`src/rtl/proc_pkg.sv`:
```
// Shared processor constants and types for the register file slice.
package proc_pkg;

   localparam int unsigned XLEN       = 32;
   localparam int unsigned REG_ADDR_W = 5;

   typedef logic [REG_ADDR_W-1:0] reg_addr_t;

   function automatic logic addr_in_range(reg_addr_t a, int unsigned n);
      return 32'(a) < n;
   endfunction

endpackage

```
`src/rtl/regfile_if.sv`:
```
// Decode/issue/writeback signal bundle between the pipeline and the register file.
interface regfile_if #(
   parameter int unsigned XLEN = proc_pkg::XLEN
);
   logic                 rd_en_i;
   proc_pkg::reg_addr_t  rd1_addr_i;
   proc_pkg::reg_addr_t  rd2_addr_i;
   logic [XLEN-1:0]      rd1_data_o;
   logic [XLEN-1:0]      rd2_data_o;
   logic                 iss_valid_i;
   proc_pkg::reg_addr_t  iss_rd_addr_i;
   logic                 wb_en_i;
   proc_pkg::reg_addr_t  wb_addr_i;
   logic [XLEN-1:0]      wb_data_i;
   logic                 stall_o;

   modport slave (
      input  rd_en_i, rd1_addr_i, rd2_addr_i,
      input  iss_valid_i, iss_rd_addr_i,
      input  wb_en_i, wb_addr_i, wb_data_i,
      output rd1_data_o, rd2_data_o, stall_o
   );

   modport master (
      output rd_en_i, rd1_addr_i, rd2_addr_i,
      output iss_valid_i, iss_rd_addr_i,
      output wb_en_i, wb_addr_i, wb_data_i,
      input  rd1_data_o, rd2_data_o, stall_o
   );
endinterface

```
`src/rtl/regfile_scoreboard.sv`:
```
// Per-register busy bits tracking in-flight destinations; produces the RAW/WAW stall.
module regfile_scoreboard
   import proc_pkg::*;
#(
   parameter int unsigned NUM_REGS = 32
) (
   input  logic      clk_i,
   input  logic      rst_n_i,
   input  logic      rd_en_i,
   input  reg_addr_t rs1_addr_i,
   input  reg_addr_t rs2_addr_i,
   input  logic      iss_valid_i,
   input  reg_addr_t iss_rd_addr_i,
   input  logic      wb_en_i,
   input  reg_addr_t wb_addr_i,
   output logic      rs1_busy_o,
   output logic      rs2_busy_o,
   output logic      iss_busy_o,
   output logic      stall_o
);

   logic [NUM_REGS-1:0] busy_q;
   logic [NUM_REGS-1:0] busy_d;

   // A register being written back this cycle no longer blocks its readers.
   always_comb begin
      rs1_busy_o = busy_q[rs1_addr_i]    && !(wb_en_i && (wb_addr_i == rs1_addr_i));
      rs2_busy_o = busy_q[rs2_addr_i]    && !(wb_en_i && (wb_addr_i == rs2_addr_i));
      iss_busy_o = busy_q[iss_rd_addr_i] && !(wb_en_i && (wb_addr_i == iss_rd_addr_i));
      stall_o    = (rd_en_i && (rs1_busy_o || rs2_busy_o)) || (iss_valid_i && iss_busy_o);
   end

   // Set is applied after clear so a same-cycle issue wins over the writeback.
   always_comb begin
      busy_d = busy_q;
      for (int unsigned i = 1; i < NUM_REGS; i++) begin
         if (wb_en_i && (wb_addr_i == REG_ADDR_W'(i)))
            busy_d[i] = 1'b0;
         if (iss_valid_i && !stall_o && (iss_rd_addr_i == REG_ADDR_W'(i)))
            busy_d[i] = 1'b1;
      end
      busy_d[0] = 1'b0;
   end

   always_ff @(posedge clk_i or negedge rst_n_i) begin
      if (!rst_n_i)
         busy_q <= '0;
      else
         busy_q <= busy_d;
   end

endmodule

```
`src/rtl/regfile.sv`:
```
// Integer register file: 2 registered read ports with writeback bypass, 1 write port, hazard scoreboard.
module regfile #(
   parameter int unsigned XLEN     = proc_pkg::XLEN,
   parameter int unsigned NUM_REGS = 32
) (
   input  logic      clk_i,
   input  logic      rst_n_i,
   regfile_if.slave  bus
);
   import proc_pkg::*;

   logic [XLEN-1:0] mem_q [NUM_REGS];
   logic [XLEN-1:0] rd1_q, rd1_d;
   logic [XLEN-1:0] rd2_q, rd2_d;
   logic            stall;
   logic            rs1_busy, rs2_busy, iss_busy;

   regfile_scoreboard #(
      .NUM_REGS (NUM_REGS)
   ) u_scoreboard (
      .clk_i         (clk_i),
      .rst_n_i       (rst_n_i),
      .rd_en_i       (bus.rd_en_i),
      .rs1_addr_i    (bus.rd1_addr_i),
      .rs2_addr_i    (bus.rd2_addr_i),
      .iss_valid_i   (bus.iss_valid_i),
      .iss_rd_addr_i (bus.iss_rd_addr_i),
      .wb_en_i       (bus.wb_en_i),
      .wb_addr_i     (bus.wb_addr_i),
      .rs1_busy_o    (rs1_busy),
      .rs2_busy_o    (rs2_busy),
      .iss_busy_o    (iss_busy),
      .stall_o       (stall)
   );

   always_ff @(posedge clk_i or negedge rst_n_i) begin
      if (!rst_n_i) begin
         for (int unsigned i = 0; i < NUM_REGS; i++)
            mem_q[i] <= '0;
      end else if (bus.wb_en_i && (bus.wb_addr_i != '0)) begin
         mem_q[bus.wb_addr_i] <= bus.wb_data_i;
      end
   end

   // x0 is forced to zero at the read mux so a bypassed x0 write can never leak out.
   always_comb begin
      rd1_d = rd1_q;
      rd2_d = rd2_q;
      if (bus.rd_en_i && !stall) begin
         if (bus.rd1_addr_i == '0)
            rd1_d = '0;
         else if (bus.wb_en_i && (bus.wb_addr_i == bus.rd1_addr_i))
            rd1_d = bus.wb_data_i;
         else
            rd1_d = mem_q[bus.rd1_addr_i];

         if (bus.rd2_addr_i == '0)
            rd2_d = '0;
         else if (bus.wb_en_i && (bus.wb_addr_i == bus.rd2_addr_i))
            rd2_d = bus.wb_data_i;
         else
            rd2_d = mem_q[bus.rd2_addr_i];
      end
   end

   always_ff @(posedge clk_i or negedge rst_n_i) begin
      if (!rst_n_i) begin
         rd1_q <= '0;
         rd2_q <= '0;
      end else begin
         rd1_q <= rd1_d;
         rd2_q <= rd2_d;
      end
   end

   assign bus.rd1_data_o = rd1_q;
   assign bus.rd2_data_o = rd2_q;
   assign bus.stall_o    = stall;

   always_ff @(posedge clk_i) begin
      if (rst_n_i) begin
         if (bus.rd_en_i) begin
            assert (addr_in_range(bus.rd1_addr_i, NUM_REGS));
            assert (addr_in_range(bus.rd2_addr_i, NUM_REGS));
         end
         if (bus.iss_valid_i)
            assert (addr_in_range(bus.iss_rd_addr_i, NUM_REGS));
         if (bus.wb_en_i)
            assert (addr_in_range(bus.wb_addr_i, NUM_REGS));
         assert (stall == ((bus.rd_en_i && (rs1_busy || rs2_busy)) ||
                           (bus.iss_valid_i && iss_busy)));
      end
   end

endmodule

```
`src/flat_wrapper.sv`:
```
// flat-port wrapper written by rule: the top's interface ports become plain ports
module regfile_flat import proc_pkg::*;
#(
   parameter int unsigned XLEN     = proc_pkg::XLEN,
   parameter int unsigned NUM_REGS = 32
)
  (clk_i, rst_n_i, bus_rd_en_i, bus_rd1_addr_i, bus_rd2_addr_i, bus_iss_valid_i, bus_iss_rd_addr_i, bus_wb_en_i, bus_wb_addr_i, bus_wb_data_i, bus_rd1_data_o, bus_rd2_data_o, bus_stall_o);
  regfile_if #(.XLEN(XLEN)) bus_i ();
  input  logic clk_i;
  input  logic rst_n_i;
  input wire logic [$bits(bus_i.rd_en_i)-1:0] bus_rd_en_i;
  input wire logic [$bits(bus_i.rd1_addr_i)-1:0] bus_rd1_addr_i;
  input wire logic [$bits(bus_i.rd2_addr_i)-1:0] bus_rd2_addr_i;
  input wire logic [$bits(bus_i.iss_valid_i)-1:0] bus_iss_valid_i;
  input wire logic [$bits(bus_i.iss_rd_addr_i)-1:0] bus_iss_rd_addr_i;
  input wire logic [$bits(bus_i.wb_en_i)-1:0] bus_wb_en_i;
  input wire logic [$bits(bus_i.wb_addr_i)-1:0] bus_wb_addr_i;
  input wire logic [$bits(bus_i.wb_data_i)-1:0] bus_wb_data_i;
  output wire logic [$bits(bus_i.rd1_data_o)-1:0] bus_rd1_data_o;
  output wire logic [$bits(bus_i.rd2_data_o)-1:0] bus_rd2_data_o;
  output wire logic [$bits(bus_i.stall_o)-1:0] bus_stall_o;
  assign bus_i.rd_en_i = bus_rd_en_i;
  assign bus_i.rd1_addr_i = bus_rd1_addr_i;
  assign bus_i.rd2_addr_i = bus_rd2_addr_i;
  assign bus_i.iss_valid_i = bus_iss_valid_i;
  assign bus_i.iss_rd_addr_i = bus_iss_rd_addr_i;
  assign bus_i.wb_en_i = bus_wb_en_i;
  assign bus_i.wb_addr_i = bus_wb_addr_i;
  assign bus_i.wb_data_i = bus_wb_data_i;
  assign bus_rd1_data_o = bus_i.rd1_data_o;
  assign bus_rd2_data_o = bus_i.rd2_data_o;
  assign bus_stall_o = bus_i.stall_o;
  regfile #(.XLEN(XLEN), .NUM_REGS(NUM_REGS)) u_core (.clk_i(clk_i), .rst_n_i(rst_n_i), .bus(bus_i));
endmodule
```
`config.mk`:
```
export PLATFORM = sky130hd
export DESIGN_NAME = regfile_flat
export DESIGN_NICKNAME = d
export VERILOG_FILES = /design/src/rtl/proc_pkg.sv /design/src/rtl/regfile_if.sv /design/src/rtl/regfile_scoreboard.sv /design/src/rtl/regfile.sv /design/src/flat_wrapper.sv
export SDC_FILE = /design/constraint.sdc
export NUM_CORES = 2
export LEC_CHECK = 0
export ABC_CLOCK_PERIOD_IN_PS = 3700
export BUFFER_PORTS_ARGS = -buffer_cell sky130_fd_sc_hd__buf_2
export CAP_MARGIN = 30
export CORE_UTILIZATION = 45
export CTS_CLUSTER_DIAMETER = 120
export CTS_CLUSTER_SIZE = 20
export DETAILED_ROUTE_END_ITERATION = 10
export HOLD_SLACK_MARGIN = 0.05
export MAX_ROUTING_LAYER = met4
export PLACE_DENSITY = 0.71
export SLEW_MARGIN = 10
export SYNTH_ARGS = -nofsm -noshare
export SYNTH_HDL_FRONTEND = slang
export SYNTH_SLANG_ARGS = --single-unit
```
`constraint.sdc`:
```
create_clock -name clk_i -period 3.7 [get_ports clk_i]
set_clock_uncertainty 0.15 [all_clocks]
set_input_delay 0.74 -clock clk_i [delete_from_list [all_inputs] [get_ports clk_i]]
set_output_delay 0.74 -clock clk_i [all_outputs]
set_load 0.1 [all_outputs]
```
# Word level (Yosys, flattened, before mapping)
# Index checks and enable logic that the tools add are counted.
[classes]
magnitude_cmp = 7
n_eq_ne = 65
n_mux = 81
bitwise = 3
reduce_logical = 114
[ops]
columns = ["cell", "count"]
rows = [
  ["$bwmux W1024", 1],
  ["$bmux W32 S5", 2],
  ["$mux W32", 9],
  ["$demux W32 S5", 1],
  ["$eq A5 B5 Y1 const B", 32],
  ["$eq A5 B4 Y1 const B", 16],
  ["$logic_and A1 B1 Y1", 74],
  ["$mux W1", 65],
  ["$reduce_bool A2 Y1", 31],
  ["$eq A5 B3 Y1 const B", 8],
  ["$eq A5 B2 Y1 const B", 4],
  ["$ge A6 B6 Y1 const B", 3],
  ["$lt A5 B6 Y1 const B", 3],
  ["$not A5 Y6", 3],
  ["$bmux W1 S5", 3],
  ["$eq A5 B5 Y1", 3],
  ["$eq A5 B1 Y1 const B", 2],
  ["$logic_not A5 Y1", 2],
  ["$lt A6 B1 Y1 const B", 1],
  ["$reduce_bool A5 Y1", 1],
  ["$logic_not A1 Y1", 4],
  ["$logic_or A1 B1 Y1", 2],
]
[word_totals]
ff_bits = 1119
in_bits = 57
out_inout_bits = 65
word_cells = 335

# Logic depth before layout (Yosys ltp)
[logic_depth]
ltp_word = 11
mapped_depth = 12
ltp_nobuf = 7

# Modules after synthesis
# A second synthesis with hierarchy kept.
[hier_totals]
hier_cells = 4012
area_unflattened_um2 = 59016.6
[by_module_without_submodules]
columns = ["module", "n_inst", "cells_each", "area_each_um2", "seq_area_each_um2"]
rows = [
  ["regfile", 1, 3720, 56324.0, 27226.1],
  ["regfile_scoreboard", 1, 292, 2692.6, 775.7],
]

# Worst setup path after synthesis
# No wires, ideal clock.
[synth_path]
path_type = "in2out"
startpoint = "in bus_rd2_addr_i[0]"
endpoint = "out bus_stall_o"
arrival_time_ps = 2764
required_time_ps = 2810
slack_ps = 46
path_stages = 9
path_buffers = 3
path_cell_list = "buf_2 > buf_2 > buf_2 > inv_1 > a311oi_1 > o211a_1 > o31ai_1 > a21boi_1 > or2_2"
[synth_via]
elab_chain_len = 7
elab_cells_between_ends = 9
classes_between = "1 x eq/ne; 2 x mux; 6 x reduce/logical"
[synth_lines]
columns = ["element", "line_no", "source"]
rows = [
  ["start: declaration", "flat_wrapper.sv:13", "input wire logic [$bits(bus_i.rd2_addr_i)-1:0] bus_rd2_addr_i;"],
  ["branches (longest 3 deep; another with $bmux W1 S5)", "n/a", ""],
  ["$logic_and A1 B1 Y1 *", "regfile_scoreboard.sv:28", "rs2_busy_o = busy_q[rs2_addr_i] && !(wb_en_i && (wb_addr_i == rs2_addr_i));"],
  ["$logic_or A1 B1 Y1 *", "regfile_scoreboard.sv:30", "stall_o = (rd_en_i && (rs1_busy_o || rs2_busy_o)) || (iss_valid_i && iss_busy_o);"],
  ["$logic_and A1 B1 Y1 *", "regfile_scoreboard.sv:30", ""],
  ["$logic_or A1 B1 Y1 *", "regfile_scoreboard.sv:30", ""],
  ["end: declaration", "flat_wrapper.sv:21", "output wire logic [$bits(bus_i.stall_o)-1:0] bus_stall_o;"],
]
# Every way passes the cells marked *. The select of a mux whose other input is x is not followed.

# Final worst setup path
[layout_path]
startpoint = "reg u_core.u_scoreboard.busy_q[10]"
endpoint = "out bus_stall_o"
[layout_via]
elab_chain_len = 6
elab_cells_between_ends = 13
classes_between = "6 x mux; 7 x reduce/logical"
[layout_lines]
columns = ["element", "line_no", "source"]
rows = [
  ["start: declaration", "regfile_scoreboard.sv:22", "logic [NUM_REGS-1:0] busy_q;"],
  ["start signal: assignment", "regfile_scoreboard.sv:49", "busy_q <= busy_d;"],
  ["$bmux W1 S5, on equally long branches", "regfile_scoreboard.sv:27, regfile_scoreboard.sv:28", ""],
  ["$mux W1, on equally long branches", "regfile_scoreboard.sv:27, regfile_scoreboard.sv:28", ""],
  ["$logic_and A1 B1 Y1, on equally long branches", "regfile_scoreboard.sv:27, regfile_scoreboard.sv:28", ""],
  ["$logic_or A1 B1 Y1", "regfile_scoreboard.sv:30", ""],
  ["$logic_and A1 B1 Y1", "regfile_scoreboard.sv:30", ""],
  ["$logic_or A1 B1 Y1 *", "regfile_scoreboard.sv:30", ""],
]
# Mark *: on every way between the ends. The rest lies on a longest branch, timed or not. The select of a mux whose other input is x is not followed.

==> impl_metrics.ini <==
[critical_path]
cp.arrival_ns = 2.80
critPathLaunchType = flop
crit_required_ns = 2.81
timing_worst_setup_path_type = reg2out
cp_max_fo = 3
cp-end-kind = output port

[clocking]
clk-insertion-delay-late_ns = 0.74
cts.sinks = 1119
cts_tree = done
cts.htree.levels = 2
cts_root_buffer = clkbuf_16
clkTransAtPathRegs_ns = 0.09
cts_buffer_depth = 3
cts_made_buffers = 61

[power_and_ir_drop]
power_density_mw_per_mm2 = 527
ir_drop_mv = 0.533
leakage_nw = 27.3

[global_routing]
grt_pass1_wl_um = 257000
grt_usage = 0.271
antenna_found_initial = 9
grt_pass1_vias = 36900
grt_max_degree = 124
grt_overflow = 0

[detailed_routing]
viasPerCell = 6.67
drc = 0
wl_met2_um = 83200
dr.max_layer_used = met4
num_vias = 36300
drt-wirelength-per-cell_um = 31.6
drt-met1-wl_um = 70400
routed_wl_um = 172000
drt-initial-drc-count = 3688
drtPass1Iterations = 8
antenna_left = 0
wl_met3_um = 12300

[timing]
fin_crit_sh = 0.997
fin_crit_ns = 3.69
rsz0062_at_grt = true
drv_slew = 0
relSlewSlack = 0.360
fmax_mhz = 271
setup_viol = 0
hold_viol = 0
worst_pin_slew_ns = 0.960

[synthesis]
synth_top_area_frac = 0.475
syn_nets = 3785
synth_seq_cells = 1119
yosys_warnings = 0
synth_area_leaders = dfrtp_1 48%, mux4_2 24%, mux2_2 20%
synth.largest_area_cell = dfrtp_1
synthMostInstantiatedCell = dfrtp_1
seq_area_frac_synth = 0.475
synth_cells = 3728
synth_top_flop_cell = dfrtp_1
synthArstFlopShare = 1.00
synthDistinctLibCells = 54
synth_area_mm2 = 0.0589
avgSynthCellArea_um2 = 15.8
synthTopCellsByCount = 1,119 x dfrtp_1, 1,055 x mux2_2, 626 x mux4_2, 297 x clkbuf_1, 66 x buf_2
synth_edf_count = 0

[floorplanning]
die-area_mm2 = 0.132
io_pins = 122
core_area_mm2 = 0.130
die_w_um = 364
die_h_um = 364
start_util = 0.454
rows = 132

[placement]
post_dp_cell_area_mm2 = 0.0625
dp_hpwl_um = 101000
routabilityCongestion = 0.880
io_buffers = 121

[finish]
syn_to_final_growth_pct = 9.26
layout-drive-gt1-share = 0.576
fin_nets = 3747
final_core_util = 0.496
nFillCells = 10800
stdcell_area_mm2 = 0.0644

[status]
outcome = finished, final reports clean

[job]
drv_cap = 0

[hold_path]
worstHoldPathType = reg2reg
## stage by stage
stage / setup slack (ns) / hold slack [ns] / cells / setup TNS (ns) / power (mW)
6_report: 0.0104 / 0.253 / 5439 / 0 / 33.9
5_1_grt: -0.0242 / 0.263 / 5439 / -0.0242 / 35.3
4_1_cts: 0.0245 / 0.253 / 5432 / 0 / 34.0
3_5_place_dp: -0.0599 / 0.233 / 5350 / -0.0599 / 27.0
3_3_place_gp: -0.0280 / 0.227 / 5350 / -0.0280 / 26.7
2_1_floorplan: 0.0463 / 0.291 / 3728 / 0 / 24.2
## cells by family (layout without fill, tap and decap cells)
family	Yosys count	in the layout	synth area share
buffers and inverters	456	420	0.0319
AND/OR/NAND/NOR	234	234	0.0199
AO/OA/AOI/OAI	191	191	0.0241
XOR/XNOR	15	15	0.00223
flip-flops	1119	1119	0.475
other	0	5	0
multiplexers	1713	1713	0.447
## layer usage
layer | track usage | vias to the layer above
li1 | - | 14300
met1 | 0.364 | 20000
met2 | 0.425 | 1569
met3 | 0.0423 | 352
met4 | 0.0865 | 0
met5 | - | -
## timing repair
item | 4_1_cts | 5_1_grt
pin swaps | 4 | 8
hold buffers | 1 | 0
buffers inserted | 16 | 4
resized for setup | 13 | 7
setup endpoints to repair | 1 | 32
endpoints found under the hold margin | 39 | 0
## report_power, final
group	internal (mW)	total (mW)	switching, mW
logic	4.98	10.2	5.24
registers	14.7	16.6	1.89
clock network	2.94	7.04	4.10
## cell type report
cell class                 instances  area, um2  share of cell area
clock buffer                      62       1530              0.0238
clock inverter                     3       41.3            0.000642
antenna                            5       12.5            0.000194
tap                             1742       2180              0.0339
multi-input combinational       2153      29300               0.455
inverter                          21       83.8             0.00130
sequential                      1119      28000               0.435
timing repair buffer             334       3200              0.0498
## state kept, by name, indices dropped and copies added (netlist names)
signal,flops
u_core.bus.rd2_data_o,32
u_core.u_scoreboard.busy_q,31
u_core.bus.rd1_data_o,32
u_core.mem_q,1024
## placed cells by master, fill, tap and decap left out, drive strengths merged, types with 2 or more instances in the layout
cell,netlist,layout
mux2,1059,1059
mux4,626,626
nor2b,27,27
and3b,2,2
nand2,58,58
diode,0,5
or4,2,2
buf,138,333
nor4,6,6
mux2i,28,28
and2,5,5
xor2,8,8
dfrtp,1119,1119
and3,4,4
clkbuf,297,62
o211ai,5,5
nand3,9,9
a22oi,25,25
a221oi,4,4
nor4bb,3,3
a21oi,26,26
nor4b,5,5
xnor2,7,7
clkinv,0,2
o22ai,33,33
nand4,6,6
nor2,58,58
nor3b,2,2
a2111oi,2,2
o21ai,7,7
a221o,12,12
a211oi,31,31
a311oi,2,2
a22o,35,35
inv,21,22
nor3,38,38
nand2b,6,6
## path summary, 6_finish.rpt
kind,startpoint,to,slack (ns),depth (start not counted)
worst max-delay path,u_core.u_scoreboard.busy_q[10],bus_stall_o,0.01,8
worst min-delay path,u_core.mem_q[998],u_core.mem_q[998],0.25,0
min in group asynchronous,rst_n_i,u_core.u_scoreboard.busy_q[2],0.44,2
worst min register to register,u_core.mem_q[998],u_core.mem_q[998],0.25,0
worst max register to register,u_core.u_scoreboard.busy_q[10],u_core.u_scoreboard.busy_q[9],0.19,17
max in group asynchronous,rst_n_i,u_core.mem_q[663],1.83,3
## worst max-delay path, cell delays in order (launching register included)
cell and delay [ns]:
dfrtp_1 0.42, buf_4 0.15, mux4_2 0.44, nor4bb_1 0.28, nor4_1 0.10, nand4_1 0.16
a21boi_1 0.12, or2_4 0.25, buf_12 0.16
Power figures use the tool's default switching activity.
